## src/rtl/cc_cond_unit_pkg.sv

```systemverilog
// Shared definitions for the Y86-64 condition-code unit: ALU/cond codes, CC bit
// positions and the CC-update FSM states.
package cc_cond_unit_pkg;

  localparam logic [3:0] ALU_ADD = 4'd0;
  localparam logic [3:0] ALU_SUB = 4'd1;
  localparam logic [3:0] ALU_AND = 4'd2;
  localparam logic [3:0] ALU_XOR = 4'd3;

  localparam logic [3:0] C_ALWAYS = 4'd0;
  localparam logic [3:0] C_LE     = 4'd1;
  localparam logic [3:0] C_L      = 4'd2;
  localparam logic [3:0] C_E      = 4'd3;
  localparam logic [3:0] C_NE     = 4'd4;
  localparam logic [3:0] C_GE     = 4'd5;
  localparam logic [3:0] C_G      = 4'd6;

  localparam int CC_ZF = 2;
  localparam int CC_SF = 1;
  localparam int CC_OF = 0;

  typedef enum logic {
    ST_IDLE    = 1'b0,
    ST_PENDING = 1'b1
  } state_t;

endpackage

```

## src/rtl/cc_cond_unit_cond_eval.sv

```systemverilog
// Combinational Y86 jXX/cmovXX condition evaluator: maps {ZF,SF,OF} and the
// instruction ifun to the branch/move decision. Shared with Decode/PC-select.
module cond_eval
  import cc_cond_unit_pkg::*;
(
  input  logic [2:0] i_cc,
  input  logic [3:0] i_cond_fun,
  output logic       o_cnd
);

  logic w_zf;
  logic w_lt;

  assign w_zf = i_cc[CC_ZF];
  // signed "less than" after a compare is SF xor OF
  assign w_lt = i_cc[CC_SF] ^ i_cc[CC_OF];

  always_comb begin
    o_cnd = 1'b0;
    case (i_cond_fun)
      C_ALWAYS: o_cnd = 1'b1;
      C_LE:     o_cnd = w_lt | w_zf;
      C_L:      o_cnd = w_lt;
      C_E:      o_cnd = w_zf;
      C_NE:     o_cnd = ~w_zf;
      C_GE:     o_cnd = ~w_lt;
      C_G:      o_cnd = ~w_lt & ~w_zf;
      default:  o_cnd = 1'b0;
    endcase
  end

endmodule

```

## src/rtl/cc_cond_unit.sv

```systemverilog
// Y86-64 Execute-stage condition-code register and condition query unit.
// Define CC_CHECK_EN to build the ALU result cross-checker (alu_mismatch).
module cc_cond_unit
  import cc_cond_unit_pkg::*;
#(
  parameter int WIDTH = 64
) (
  input  logic                    clk,
  input  logic                    rst_n,
  input  logic                    alu_valid,
  output logic                    alu_ready,
  input  logic [3:0]              alu_fun,
  input  logic signed [WIDTH-1:0] alu_a,
  input  logic signed [WIDTH-1:0] alu_b,
  input  logic signed [WIDTH-1:0] alu_out,
  input  logic                    set_cc,
  input  logic                    cond_req,
  output logic                    cond_ready,
  input  logic [3:0]              cond_fun,
  output logic                    cond_valid,
  output logic                    cnd,
  output logic [2:0]              cc_out,
  output logic                    alu_mismatch
);

  state_t                  r_state;
  state_t                  w_state_nxt;
  logic [3:0]              r_fun;
  logic signed [WIDTH-1:0] r_a;
  logic signed [WIDTH-1:0] r_b;
  logic signed [WIDTH-1:0] r_out;
  logic [2:0]              r_cc;
  logic                    r_cond_valid;
  logic                    r_cnd;
  logic                    w_cnd;
  logic                    w_stage;
  logic                    w_cond_xfer;

  function automatic logic [2:0] calc_flags(
    input logic [3:0]              fun,
    input logic signed [WIDTH-1:0] a,
    input logic signed [WIDTH-1:0] b,
    input logic signed [WIDTH-1:0] out
  );
    logic a_s;
    logic b_s;
    logic o_s;
    logic of;
    a_s = a[WIDTH-1];
    b_s = b[WIDTH-1];
    o_s = out[WIDTH-1];
    case (fun)
      ALU_ADD: of = (a_s == b_s) && (o_s != a_s);
      // sub computes b - a, so overflow is judged against b's sign
      ALU_SUB: of = (a_s != b_s) && (o_s != b_s);
      default: of = 1'b0;
    endcase
    calc_flags = {(out == '0), o_s, of};
  endfunction

  assign alu_ready   = (r_state == ST_IDLE);
  assign cond_ready  = (r_state == ST_IDLE) & ~(alu_valid & set_cc);
  assign w_stage     = alu_valid & alu_ready & set_cc;
  assign w_cond_xfer = cond_req & cond_ready;

  always_comb begin
    w_state_nxt = r_state;
    case (r_state)
      ST_IDLE:    if (w_stage) w_state_nxt = ST_PENDING;
      ST_PENDING: w_state_nxt = ST_IDLE;
      default:    w_state_nxt = ST_IDLE;
    endcase
  end

  cond_eval u_cond_eval (
    .i_cc       (r_cc),
    .i_cond_fun (cond_fun),
    .o_cnd      (w_cnd)
  );

  always_ff @(posedge clk or negedge rst_n) begin
    if (!rst_n) begin
      r_state      <= ST_IDLE;
      r_fun        <= '0;
      r_a          <= '0;
      r_b          <= '0;
      r_out        <= '0;
      r_cc         <= 3'b100;
      r_cond_valid <= 1'b0;
      r_cnd        <= 1'b0;
    end else begin
      r_state <= w_state_nxt;
      if (w_stage) begin
        r_fun <= alu_fun;
        r_a   <= alu_a;
        r_b   <= alu_b;
        r_out <= alu_out;
      end
      if (r_state == ST_PENDING) r_cc <= calc_flags(r_fun, r_a, r_b, r_out);
      // queries only land in IDLE, so w_cnd sees the CC value settled at this edge
      r_cond_valid <= w_cond_xfer;
      if (w_cond_xfer) r_cnd <= w_cnd;
    end
  end

  assign cc_out     = r_cc;
  assign cond_valid = r_cond_valid;
  assign cnd        = r_cnd;

`ifdef CC_CHECK_EN
  logic r_mismatch;

  function automatic logic signed [WIDTH-1:0] ref_result(
    input logic [3:0]              fun,
    input logic signed [WIDTH-1:0] a,
    input logic signed [WIDTH-1:0] b,
    input logic signed [WIDTH-1:0] out
  );
    case (fun)
      ALU_ADD: ref_result = a + b;
      ALU_SUB: ref_result = b - a;
      ALU_AND: ref_result = a & b;
      ALU_XOR: ref_result = a ^ b;
      default: ref_result = out;
    endcase
  endfunction

  always_ff @(posedge clk or negedge rst_n) begin
    if (!rst_n) begin
      r_mismatch <= 1'b0;
    end else if ((r_state == ST_PENDING) &&
                 (ref_result(r_fun, r_a, r_b, r_out) != r_out)) begin
      r_mismatch <= 1'b1;
    end
  end

  assign alu_mismatch = r_mismatch;
`else
  assign alu_mismatch = 1'b0;
`endif

endmodule

```

## config.mk

```make
export PLATFORM = sky130hd
export DESIGN_NAME = cc_cond_unit
export DESIGN_NICKNAME = d
export VERILOG_FILES = /design/src/rtl/cc_cond_unit_pkg.sv /design/src/rtl/cc_cond_unit_cond_eval.sv /design/src/rtl/cc_cond_unit.sv
export SDC_FILE = /design/constraint.sdc
export NUM_CORES = 1
export LEC_CHECK = 0
export BUFFER_PORTS_ARGS = -buffer_cell sky130_fd_sc_hd__buf_2
export CAP_MARGIN = 10
export CORE_MARGIN = 2
export CORE_UTILIZATION = 45
export CTS_BUF_LIST = sky130_fd_sc_hd__clkbuf_2
export CTS_CLUSTER_SIZE = 28
export DETAILED_ROUTE_END_ITERATION = 8
export PLACE_DENSITY_LB_ADDON = 0.25
export SYNTH_ARGS = -nofsm -noshare
export SYNTH_HDL_FRONTEND = slang
export SYNTH_SLANG_ARGS = --single-unit
```

## constraint.sdc

```tcl
create_clock -name clk -period 2.2 [get_ports clk]
set_input_delay 0.22 -clock clk [delete_from_list [all_inputs] [get_ports clk]]
set_output_delay 0.22 -clock clk [all_outputs]
set_load 0.03 [all_outputs]
```

==> results.txt, run 1 <==
Post-DP Area: 3610 sq um
HPWL after detailed placement: 4190 um
CTS tree: built
Startpoint Class: register
Drt drc: 0
Most frequent cells in the layout: buf_2 (84), dfrtp_1 (75), dlygate4sd3_1 (73), mux2_1 (39), mux2_2 (32)
Slack of the worst reg-to-reg path: 0.52 ns
RR Endpoint: cc_out[2]
Clock Latency Late Sink: 0.49 ns
Postcts setup bufs: 0
Maximum vdd drop: 0.000439 V
Max Clk Rate: 596 MHz
Wire per inst: 15.6 um
Buffers added on ports: 85
Wirelength, routed: 7020 um
Reg-to-reg startpoint: r_out[0]
Fin crit period: 1.68 ns
Clock skew: 0.0213 ns
Final total power: 2.96 mW
DP Cell Count: 362
CP max stage delay: 0.52 ns
Worst EP arrival: 2.10 ns
Congestion Overflow GR: 0
#FFs+latches synth: 76
Clk root buf: clkbuf_2
Most common cell after layout, fill and taps aside: buf_2
Die X: 86.6 um
Final instance area: 4420 sq um
Placer's final routability congestion estimate: 0.712
Synthesis Warnings: 0
Leak: 2.00 nW
Initial DRT Pass Iterations: 4
Initial core utilization: 45.9%
CTS HTree Levels: 3
Setup Viol. Count Final: 0
Post-synth net total: 408
Setup CP Type: register to register
Die area: 7500 sq um
Final core utilization: 66.1%
Layout area overhead: 44.0%
GRT Util Overall: 20.2%
Initial DRC Count: 37
CP max-delay cell: or4_1
Register area share after synthesis: 62.0%
Clock sinks: 76
First-pass GRT wire length: 11500 um
R2r worst-path depth: 4
CP startpoint: r_out[0]
Initial antenna violation count: 0
Final period utilization: 76.2%
Num CTS Buffers: 9
Hold Violations, Final: 0
Vias in the first global route: 2478
Pins Over Slew Limit: 0
Syn avg cell area: 15.1 sq um
Share of post-route cells with drive strength above 1: 38.5%
Synth top area share: 61.1%
Clk slew on worst S/H paths: 0.20 ns
Total number of vias: 2239
Synth area leaders: dfrtp_1 (61%), mux2_1 (14%), mux2_2 (12%)
Max-Cap Viols: 0
Run status: finished, final reports clean
Clk buf depth: 2
Count of cell types in the netlist: 31
Leading area contributor after synthesis: dfrtp_1
Placement Setup Slack: 0.591 ns
Worst hold start: set_cc
P per Cell Area: 671 nW/um^2
Die height: 86.6 um
Synthesized instance count: 203
Crit path to: cc_out[2]
RSZ-0062 raised after global routing: no
Req. time, crit path: 2.62 ns
Crit-path cells: nor4_1, nand4_1, or4_1, o2bb2ai_2
Detailed-route vias per instance: 4.96
Total Neg Setup Slack: 0 ns
Crit end category: register
Std-Cell Core Area: 6680 sq um
Final WS setup: 0.523 ns
Post-route insts no fill: 451
Layout Nets: 571
Largest net degree at the start of global routing: 77
ANT nets after route: 0
IO Pins: 213
# rows: 30
Hold slack: 0.112 ns
Worst-path fanout max: 2
Mapped cell area: 3070 sq um
Worst Hold Class: primary input to register
Diode count: 0
state kept, by name, summed over array words and instances, names as in the netlist:
register / count
cnd: 1
cc_out: 3
r_a: 1
r_fun: 4
r_b: 1
cond_valid: 1
r_state: 1
r_out: 64
what timing repair did:
action                    CTS  global route
resized for setup           0             0
hold endpoints to repair  147             0
hold buffers               73             0
metal layers:
metal  up-vias  global-route usage [%]  wire (um)
met3        14                    5.71        432
met2        74                    32.9       3360
met5         -                       0          0
met1      1084                    25.2       3080
li1       1067                       -          -
met4         0                    9.09        147
cell type report:
cell class,count,area [sq um]
fillers,500,2260
flip-flops and latches,76,1900
repair buffers,160,1200
multi-input cells,116,1120
well taps,80,100
clock buffers,10,50.0
clock inverters,6,31.3
inverters,3,11.3
cells by family after synthesis:
kind of cell	after synthesis	synth area share (%)
compound gates	8	2.04
other cells	1	0.122
flops	76	62.0
mux	72	26.4
buf+inv	11	1.75
simple gates	33	7.13
xor+xnor	2	0.571
worst min-delay path by stage:
stage,cells after the start,endpoint
after floorplan,0,cc_out[0]
after global placement,2,r_out[22]
after detailed placement,2,r_out[18]
after CTS,4,cond_valid
after global routing,4,cnd
final,4,cond_valid
cell usage after synthesis:
library cell,instances
dfrtp_1,75
mux2_1,39
mux2_2,32
nor4_1,12
buf_2,7
nor4_2,4
nand4_1,3
nor2_1,3
inv_1,2
nand2_1,2
nand2b_1,2
nand3_1,2
nand3b_1,2
a211oi_1,1
a21oi_1,1
a22o_1,1
buf_4,1
conb_1,1
dfstp_2,1
inv_2,1
mux2i_1,1
nand2_2,1
nor3_1,1
o211ai_1,1
o21ai_0,1
o22ai_1,1
o2bb2ai_2,1
o31ai_1,1
or4_1,1
xnor2_1,1
xor2_1,1
worst max-delay path: cells and delay by family (launching register included):
kind	cells	cell delay (ns)
simple gates	3	1.08
flops	1	0.41
compound gates	1	0.13
power breakdown:
group | leakage, nW | internal, mW | switching, mW
Combinational | 1.04 | 0.349 | 0.226
Sequential | 0.898 | 1.63 | 0.142
Clock | 0.0589 | 0.142 | 0.472
No activity file was read; power rests on OpenSTA's default activity.
==> run 2: changes to the inputs <==
--- a/config.mk
+++ b/config.mk
@@ -8,7 +8,7 @@
 export BUFFER_PORTS_ARGS = -buffer_cell sky130_fd_sc_hd__buf_2
 export CAP_MARGIN = 10
 export CORE_MARGIN = 2
-export CORE_UTILIZATION = 45
+export CORE_UTILIZATION = 38
 export CTS_BUF_LIST = sky130_fd_sc_hd__clkbuf_2
 export CTS_CLUSTER_SIZE = 28
 export DETAILED_ROUTE_END_ITERATION = 8
==> constraint.sdc (replaced) <==
create_clock -name clk -period 1.5 [get_ports clk]
set_input_delay 0.15 -clock clk [delete_from_list [all_inputs] [get_ports clk]]
set_output_delay 0.15 -clock clk [all_outputs]
set_load 0.03 [all_outputs]
==> results.txt, run 2 (synthesized netlist as in run 1, its figures left out) <==
Fill count: 642 (+28%)
Most common cell after layout, fill and taps aside: buf_2
CP startpoint: r_out[13]
P per Cell Area: 995 nW/um^2 (+48%)
# rows: 32 (+6.7%)
Final instance area: 4580 sq um (+3.6%)
Clk root buf: clkbuf_2
GRT Util Overall: 16.3% (-4.0 points)
First-pass GRT wire length: 11000 um (-4.6%)
Clk pwr share: 23.5% (+2.8 points)
R2r worst-path depth: 4 (unchanged)
Layout Nets: 577 (+1.1%)
Die X: 93.9 um (+8.4%)
Worst EP arrival: 2.04 ns (-0.06 ns)
Reg-to-reg startpoint: r_out[13]
CTS HTree Levels: 3 (unchanged)
Clk buf depth: 2 (unchanged)
Largest net degree at the start of global routing: 38 (-51%)
Max-Cap Viols: 0 (unchanged)
Num CTS Buffers: 9 (unchanged)
Sequential Area: 1900 sq um (unchanged)
Worst Hold Class: primary input to register
Clock Latency Late Sink: 0.49 ns (about the same)
Die area: 8810 sq um (+18%)
Startpoint Class: register
Post-route insts no fill: 480 (+6.4%)
DP Cell Count: 388 (+7.2%)
Clock sinks: 76 (unchanged)
Comb pwr share: 19.1% (-0.3 points)
Drt drc: 0 (unchanged)
Buffers added on ports: 85 (unchanged)
Hold Violations, Final: 0 (unchanged)
Setup Viol. Count Final: 1 (+1)
Maximum vdd drop: 0.000589 V (+34%)
Post-DP Area: 3680 sq um (+1.9%)
Violated checks: setup timing
CTS tree: built
Share of post-route cells with drive strength above 1: 41.1% (+2.6 points)
Area of the multi-input gates: 1160 sq um (+3.3%)
Placer's final routability congestion estimate: 0.696 (-2.2%)
Crit-path cells: nor4_2, nand4_1, or4_4, o2bb2ai_2
Leak: 2.06 nW (+2.9%)
Congestion Overflow GR: 0 (unchanged)
Req. time, crit path: 1.90 ns (-0.72 ns)
P_sw: 1.23 mW (+47%)
ANT nets after route: 0 (unchanged)
Crit end category: register
Pins Over Slew Limit: 0 (unchanged)
HPWL after detailed placement: 4350 um (+3.8%)
Initial DRC Count: 61 (+65%)
Setup CP Type: register to register
Slack of the worst reg-to-reg path: -0.14 ns (-0.66 ns)
Clk slew on worst S/H paths: 0.21 ns (about the same)
Final period utilization: 109% (+33 points)
CP max stage delay: 0.57 ns (+0.05 ns)
Vias in the first global route: 2312 (-6.7%)
Worst hold path depth: 4 (unchanged)
Initial antenna violation count: 0 (unchanged)
Seq pwr share: 57.5% (-2.4 points)
Fin crit period: 1.64 ns (-0.0388 ns)
Reg with most FFs: r_out
Most frequent cells in the layout: buf_2 (83), dfrtp_1 (75), dlygate4sd3_1 (74), mux2_1 (39), mux2_2 (32)
CP max-delay cell: or4_4
Detailed-route vias per instance: 4.67 (-5.9%)
Std-Cell Core Area: 7770 sq um (+16%)
Worst hold start: cond_fun[2]
Die height: 93.9 um (+8.4%)
Worst-path fanout max: 2 (unchanged)
Internal power: 3.33 mW (+57%)
Hold path endpoint: cnd
IO Pins: 213 (unchanged)
Final WS setup: -0.138 ns (-0.661 ns)
Clock skew: 0.0399 ns (+0.0186 ns)
Wire per inst: 14.4 um (-7.6%)
Initial core utilization: 39.5% (-6.4 points)
Run status: finished, violations left
RR Endpoint: cc_out[2]
Switching part of the total: 27.0% (-1.3 points)
Wirelength, routed: 6900 um (-1.6%)
Max FFs per register: 64 (unchanged)
Layout area overhead: 49.2%
Total number of vias: 2243 (+0.18%)
Max Clk Rate: 610 MHz (+2.4%)
RSZ-0062 raised after global routing: yes
Final core utilization: 59.0% (-7.2 points)
Initial DRT Pass Iterations: 4 (unchanged)
[run 2: cell count changes in the layout (fill, tap and decap cells not counted), moves of 2 or more]
| cell | change |
|---|---|
| clkinv_2 | -2 |
| buf_4 | +4 |
| nor4_2 | +4 |
| nor4_1 | -4 |
[run 2: worst max path at each step]
stage	cells after the start	endpoint	slack [ns]
after global placement	4	cc_out[2]	-0.18
after CTS	4	cc_out[2]	-0.21
after floorplan	4	r_out[36]	0.08
final	4	cc_out[2]	-0.14
after global routing	4	cc_out[2]	-0.25
after detailed placement	4	cc_out[2]	-0.20
[run 2: cell type report]
class	count	share of cell area, %
Antenna cell	1	0.0546
Multi-Input combinational cell	116	25.4
Sequential cell	76	41.6
Clock buffer	11	1.20
Tap cell	102	2.79
Timing Repair Buffer	166	27.6
Inverter	3	0.246
Clock inverter	5	1.15
[run 2: repair_timing]
action	4_1_cts	5_1_grt
gates cloned	0	0
buffers inserted	1	0
gates resized for setup	4	5
pin swaps	2	1
endpoints found under the setup margin	2	3
hold endpoints to repair	148	0
hold buffers	75	0
[run 2: critical path, delay by kind of cell, from the launching register on]
| kind | cells | cell delay [ns] |
|---|---|---|
| AO/OA/AOI/OAI | 1 | 0.13 |
| AND/OR/NAND/NOR | 3 | 0.98 |
| flip-flops | 1 | 0.44 |
[run 2: power groups by stage]
stage	Sequential [mW]	Clock (mW)	Combinational [mW]
floorplan	2.62	0	0.424
global placement	2.63	0	0.689
detailed placement	2.64	0	0.710
CTS	2.60	1.11	0.871
global route	2.66	1.21	0.959
finish	2.62	1.07	0.870
[run 2: stage by stage]
step                worst slack, ns  power [mW]  setup TNS, ns  hold WS (ns)
CTS                          -0.205        4.59         -0.239       0.00440
global placement             -0.177        3.32         -0.177        0.0866
floorplan                    0.0771        3.04              0        -0.146
finish                       -0.138        4.56         -0.138        0.0545
global route                 -0.253        4.82         -0.253        0.0139
detailed placement           -0.197        3.35         -0.197        0.0909
[run 2: metal layers]
| layer | track usage [%] | wire [um] | up-vias |
|---|---|---|---|
| met5 | 0 | 0 | - |
| met4 | 6.64 | 106 | 0 |
| met3 | 2.89 | 366 | 9 |
| met2 | 25.7 | 3170 | 77 |
| met1 | 22.3 | 3260 | 1073 |
| li1 | - | - | 1084 |
